--- config.mk ---
export PLATFORM = sky130hd
export DESIGN_NAME = pipelined_addsub
export DESIGN_NICKNAME = d
export VERILOG_FILES = /design/src/rtl/pipelined_addsub_pkg.sv /design/src/rtl/addsub_seg.sv /design/src/rtl/pipelined_addsub.sv
export SDC_FILE = /design/constraint.sdc
export NUM_CORES = 1
export LEC_CHECK = 0
export ABC_CLOCK_PERIOD_IN_PS = 4250
export CORE_UTILIZATION = 55
export DETAILED_ROUTE_END_ITERATION = 6
export PLACE_DENSITY = 0.86
export SYNTH_ARGS = -nofsm -noshare
export SYNTH_HDL_FRONTEND = slang
export SYNTH_SLANG_ARGS = --single-unit
--- constraint.sdc ---
create_clock -name clk -period 4.25 [get_ports clk]
set_clock_uncertainty 0.05 [all_clocks]
set_input_delay 0.85 -clock clk [delete_from_list [all_inputs] [get_ports clk]]
set_output_delay 0.85 -clock clk [all_outputs]
set_load 0.01 [all_outputs]
--- src/rtl/pipelined_addsub_pkg.sv ---
// Shared defaults and helpers for the pipelined adder/subtractor.
package pipelined_addsub_pkg;

    localparam int unsigned DEF_WIDTH = 16;
    localparam int unsigned DEF_SEG   = 4;

    // Number of ripple segments (= pipeline stages) for a given width/segment size.
    function automatic int unsigned stage_count(input int unsigned width, input int unsigned seg);
        return (seg == 0) ? 0 : (width / seg);
    endfunction

endpackage

--- src/rtl/addsub_seg.sv ---
// One SEG-bit ripple segment: s/co = x + y + ci. The only arithmetic in the block.
module addsub_seg
    import pipelined_addsub_pkg::*;
#(
    parameter int unsigned SEG = DEF_SEG
) (
    input  logic [SEG-1:0] x,
    input  logic [SEG-1:0] y,
    input  logic           ci,
    output logic [SEG-1:0] s,
    output logic           co
);

    localparam int unsigned SW = SEG + 1;

    logic [SEG:0] total;

    assign total   = {1'b0, x} + {1'b0, y} + SW'(ci);
    assign {co, s} = total;

endmodule

--- src/rtl/pipelined_addsub.sv ---
// Pipelined two's-complement adder/subtractor: one SEG-bit ripple segment per
// stage, carry registered between stages, valid/ready on both sides with a
// single global stall.
module pipelined_addsub
    import pipelined_addsub_pkg::*;
#(
    parameter int unsigned WIDTH = DEF_WIDTH,
    parameter int unsigned SEG   = DEF_SEG
) (
    input  logic             clk,
    input  logic             rst,
    input  logic             in_valid,
    output logic             in_ready,
    input  logic             sub,
    input  logic [WIDTH-1:0] a,
    input  logic [WIDTH-1:0] b,
    output logic             out_valid,
    input  logic             out_ready,
    output logic [WIDTH-1:0] sum,
    output logic             cout,
    output logic             ovf
);

    localparam int unsigned NSTG = stage_count(WIDTH, SEG);
    localparam int unsigned LAST = NSTG - 1;

    // Elaboration-time parameter sanity.
    if ((SEG < 1) || (SEG > WIDTH)) begin : g_chk_seg_range
        $error("pipelined_addsub: SEG must satisfy 1 <= SEG <= WIDTH");
    end else if ((WIDTH % SEG) != 0) begin : g_chk_seg_multiple
        $error("pipelined_addsub: WIDTH must be a multiple of SEG");
    end

    // Per-stage registers; index k holds the state captured by stage k+1.
    logic             vld_q [NSTG];
    logic             cy_q  [NSTG];
    logic [WIDTH-1:0] res_q [NSTG];
    logic [WIDTH-1:0] a_q   [NSTG];
    logic [WIDTH-1:0] b_q   [NSTG];

    logic             en;
    logic [WIDTH-1:0] b_cond;

    // Subtraction is a + ~b + 1: invert B here, the +1 enters as stage-1 carry-in.
    assign b_cond = sub ? ~b : b;

    // Whole pipe advances unless a result is waiting on a stalled consumer.
    assign en       = out_ready | ~vld_q[LAST];
    assign in_ready = en;

    for (genvar i = 0; i < NSTG; i++) begin : g_stg
        logic [WIDTH-1:0] a_d;
        logic [WIDTH-1:0] b_d;
        logic [WIDTH-1:0] res_p;
        logic [WIDTH-1:0] res_d;
        logic             ci_d;
        logic             vld_d;
        logic [SEG-1:0]   s_w;
        logic             co_w;

        if (i == 0) begin : g_first
            assign a_d   = a;
            assign b_d   = b_cond;
            assign res_p = '0;
            assign ci_d  = sub;
            assign vld_d = in_valid;
        end else begin : g_next
            assign a_d   = a_q[i-1];
            assign b_d   = b_q[i-1];
            assign res_p = res_q[i-1];
            assign ci_d  = cy_q[i-1];
            assign vld_d = vld_q[i-1];
        end

        addsub_seg #(
            .SEG (SEG)
        ) u_seg (
            .x  (a_d[i*SEG +: SEG]),
            .y  (b_d[i*SEG +: SEG]),
            .ci (ci_d),
            .s  (s_w),
            .co (co_w)
        );

        // Append this stage's segment to the partial result from upstream.
        always_comb begin
            res_d                 = res_p;
            res_d[i*SEG +: SEG]   = s_w;
        end

        // Stage register: advances together with every other stage on en, bubbles included.
        always_ff @(posedge clk or posedge rst) begin
            if (rst) begin
                vld_q[i] <= 1'b0;
                cy_q[i]  <= 1'b0;
                res_q[i] <= '0;
                a_q[i]   <= '0;
                b_q[i]   <= '0;
            end else if (en) begin
                vld_q[i] <= vld_d;
                cy_q[i]  <= co_w;
                res_q[i] <= res_d;
                a_q[i]   <= a_d;
                b_q[i]   <= b_d;
            end
        end
    end

    // Outputs come straight from the final stage register.
    assign out_valid = vld_q[LAST];
    assign sum       = res_q[LAST];
    assign cout      = cy_q[LAST];
    assign ovf       = (a_q[LAST][WIDTH-1] == b_q[LAST][WIDTH-1]) &
                       (res_q[LAST][WIDTH-1] != a_q[LAST][WIDTH-1]);

endmodule
==> flow_summary_export.csv <==
group,metric,value,unit
outcome,status,"complete, no violations",
placement,pre_cts_slack,1.26,ns
global_route,busiest_layer,"met2",
global_route,grtUsageMet1,0.295,
detailed_routing,first_pass_iters,4,
finish,most-common-layout-cells,"nand2_1, dfrtp_1, clkdlybuf4s50_1, o21ai_0, xnor2_1",
timing,hold_viol,0,
clock_tree,cts-root-buf,"clkbuf_8",
global_route,grt_use_met2,0.342,
detailed_routing,wl_per_cell,13.0,microns
clock_tree,cts_resized,0,
setup_path,worstPathArrival,2.03,ns
global_route,grt_pass1_vias,3095,
yosys,synthMuxAreaShare,0.00701,
finish,regArea,2450,sq um
yosys,synthTopCellsByArea,"dfrtp_1, nand2_1, ha_1",
clock_tree,cts_buffers,9,
global_route,grt_pass1_wl,13.8,mm
finish,fillers,560,
timing,rsz0062_at_grt,"false",
setup_path,r2r_cells,5,
floorplan,initial_core_util,0.581,
global_route,gr-usage-all-layers,0.215,
yosys,synth-simple-area-share,0.207,
setup_path,crit_path_cell_trace,"clkdlybuf4s50_1 -> nor2b_4 -> inv_2 -> clkdlybuf4s50_1",
placement,port_buffers,56,
setup_path,timing.reg2reg.setup_slack,2.21,ns
yosys,synthAdderAreaFrac,0.0678,
floorplan,dieArea,8140,sq um
clock_tree,tritoncts,"built",
floorplan,rows,31,
yosys,synth_top_family_by_area,"simple AND/OR/NAND/NOR gates",
power,p_leak,2.52,nW
global_route,met3_usage,0.0389,
worst_hold_path,hp-class,"flip-flop to flip-flop",
floorplan,core,7370,sq um
setup_path,cp.required,3.35,ns
floorplan,die_h,90.2,microns
global_route,grt_max_degree,104,
yosys,yosysUniqueCellTypes,24,
finish,drive_above_1_share,0.0549,
setup_path,crit_path_top_delay_cell,"clkdlybuf4s50_1",
setup_path,r2r-end,"g_stg[2].ci_d$_DFFE_PP0P_",
setup_path,timing.rr.start,"g_stg[1].a_d[4]$_DFFE_PP0P_",
yosys,synthCells,456,
setup_path,cp-startpoint,"out_ready",
global_route,antenna_found_initial,0,
setup_path,cpPeakStageDelay,0.54,ns
global_route,grt-ovfl-total,0,
yosys,synth_compound_area_frac,0.0660,
finish,multi_input_area,1690,sq um
finish,fin_area,5140,sq um
yosys,ys_warn_count,0,
timing,timing.final.crit_share,0.688,
yosys,avgSynthCellArea,9.39,sq um
detailed_routing,viasPerCell,4.98,
finish,final_common_cell,"nand2_1",
timing,worstMarginPinSlew,0.962,ns
setup_path,crit_end,"in_ready",
yosys,synth_top_area_share,0.573,
floorplan,die_width,90.2,microns
setup_path,cp-end-kind,"primary output",
setup_path,cp-start-kind,"input port",
floorplan,ios,57,
yosys,synthXorXnorAreaFrac,0.0450,
detailed_routing,vias,3033,
setup_path,worst_path_most_repeated_cell,"clkdlybuf4s50_1",
detailed_routing,totalWireLength,7.92,mm
timing,period_needed,2.93,ns
clock_tree,htreeDepth,3,
yosys,mappedNetlistArea,4280,sq um
yosys,synth_nets,512,
yosys,ys_seq_area_frac,0.573,
yosys,synth-seq-cells,98,
flow_run,maxCapViolations,0,
setup_path,path_class,"input port to primary output",
timing,setup_viol,0,
placement,placed_area,4910,sq um
timing,slew_headroom,0.359,
timing,fmax,0.342,GHz
finish,antenna_cells,0,
detailed_routing,ant_nets,0,
finish,nets,561,
placement,dpl.hpwl,5.25,mm
clock_tree,cts.sinks,98,
detailed_routing,detail_route.iter0.violations,193,
clock_tree,clk_path_buf_depth,2,
setup_path,worst-path-max-fanout,3,
power,p_per_area,688,nW/um^2
placement,globalplace.congestion,0.809,
power,ir_drop,258,uV
yosys,synth_top_area_cell,"dfrtp_1",
clock_tree,post-cts-setup-buffers,0,
timing,finalWorstSetupSlack,1.32,ns
finish,area_growth,20.0,%
timing,drv_slew,0,
timing,fin_tns_setup,0,ns
detailed_routing,drc,0,
clock_tree,path_clk_slew,0.09,ns
clock_tree,clock_latency,0.36,ns
clock_tree,postCtsHoldBufs,0,
[sequential cells by signal (all words and copies together), names as in the netlist]
register / count
b_q: 1
a_q: 1
g_stg.vld_d: 3
cout: 1
g_stg.ci_d: 3
g_stg.b_d: 24
g_stg.res_p: 24
g_stg.a_d: 24
out_valid: 1
sum: 16
[worst min path at each step]
stage	slack (ns)	to	start	cells after the start
2_1_floorplan	0.38	g_stg[3].vld_d$_DFFE_PP0P_	g_stg[3].vld_d$_DFFE_PP0P_	2
3_3_place_gp	0.39	g_stg[3].vld_d$_DFFE_PP0P_	g_stg[3].vld_d$_DFFE_PP0P_	2
3_5_place_dp	0.39	out_valid$_DFFE_PP0P_	g_stg[3].vld_d$_DFFE_PP0P_	1
4_1_cts	0.41	out_valid$_DFFE_PP0P_	g_stg[3].vld_d$_DFFE_PP0P_	1
5_1_grt	0.44	g_stg[2].res_p[1]$_DFFE_PP0P_	g_stg[2].res_p[1]$_DFFE_PP0P_	2
6_report	0.41	out_valid$_DFFE_PP0P_	g_stg[3].vld_d$_DFFE_PP0P_	1
[power by group]
group / leakage [nW] / total (mW) / internal, mW / switching, mW
registers: 1.18 / 1.57 / 1.35 / 0.226
logic: 1.24 / 1.31 / 0.603 / 0.703
clock network: 0.101 / 0.659 / 0.347 / 0.312
[Yosys cell counts]
cell type	instances
nand2_1	215
dfrtp_1	98
o21ai_0	29
xnor2_1	16
ha_1	12
a21oi_1	11
clkbuf_1	11
inv_1	11
nor2_1	10
buf_2	8
fa_1	7
xor2_1	6
a21o_1	5
nor2b_1	4
buf_1	3
mux2_4	2
a211oi_1	1
a31o_2	1
a31oi_4	1
and2_1	1
buf_6	1
nand2b_1	1
o21a_1	1
or3_1	1
[routing by layer]
layer  vias up  wire (microns)
li1       1516               -
met1      1414            3700
met2        91            3700
met3        12             375
met4         0             150
met5         -               0
[stage by stage]
step                      hold slack (ns)  instances   util  power (mW)
after global routing                0.444        609  0.697        3.83
after CTS                           0.414        609  0.697        3.56
after floorplan                     0.380        456      -        2.43
after detailed placement            0.395        593  0.666        2.89
after global placement              0.393        593  0.666        2.80
final                               0.409        609  0.697        3.54
[worst max-delay path: cells and delay by family]
family	cells	cell delay (ns)
simple gates	1	0.06
buf+inv	3	1.11
[final cells by class]
cell class | count | share of cell area
tap | 99 | 0.0241
clock buffer | 10 | 0.0268
multi-input combinational | 324 | 0.329
clock inverter | 6 | 0.0175
inverter | 11 | 0.00852
timing repair buffer | 61 | 0.116
sequential | 98 | 0.477
[kinds of logic after synthesis]
kind of cell | Yosys count
AOI/OAI and AO/OA | 49
and+or+nand+nor | 232
xor gates and xnor gates | 22
buffers and inverters | 34
DFF | 98
adders and majority gates | 19
muxes | 2
Power figures use the tool's default switching activity.
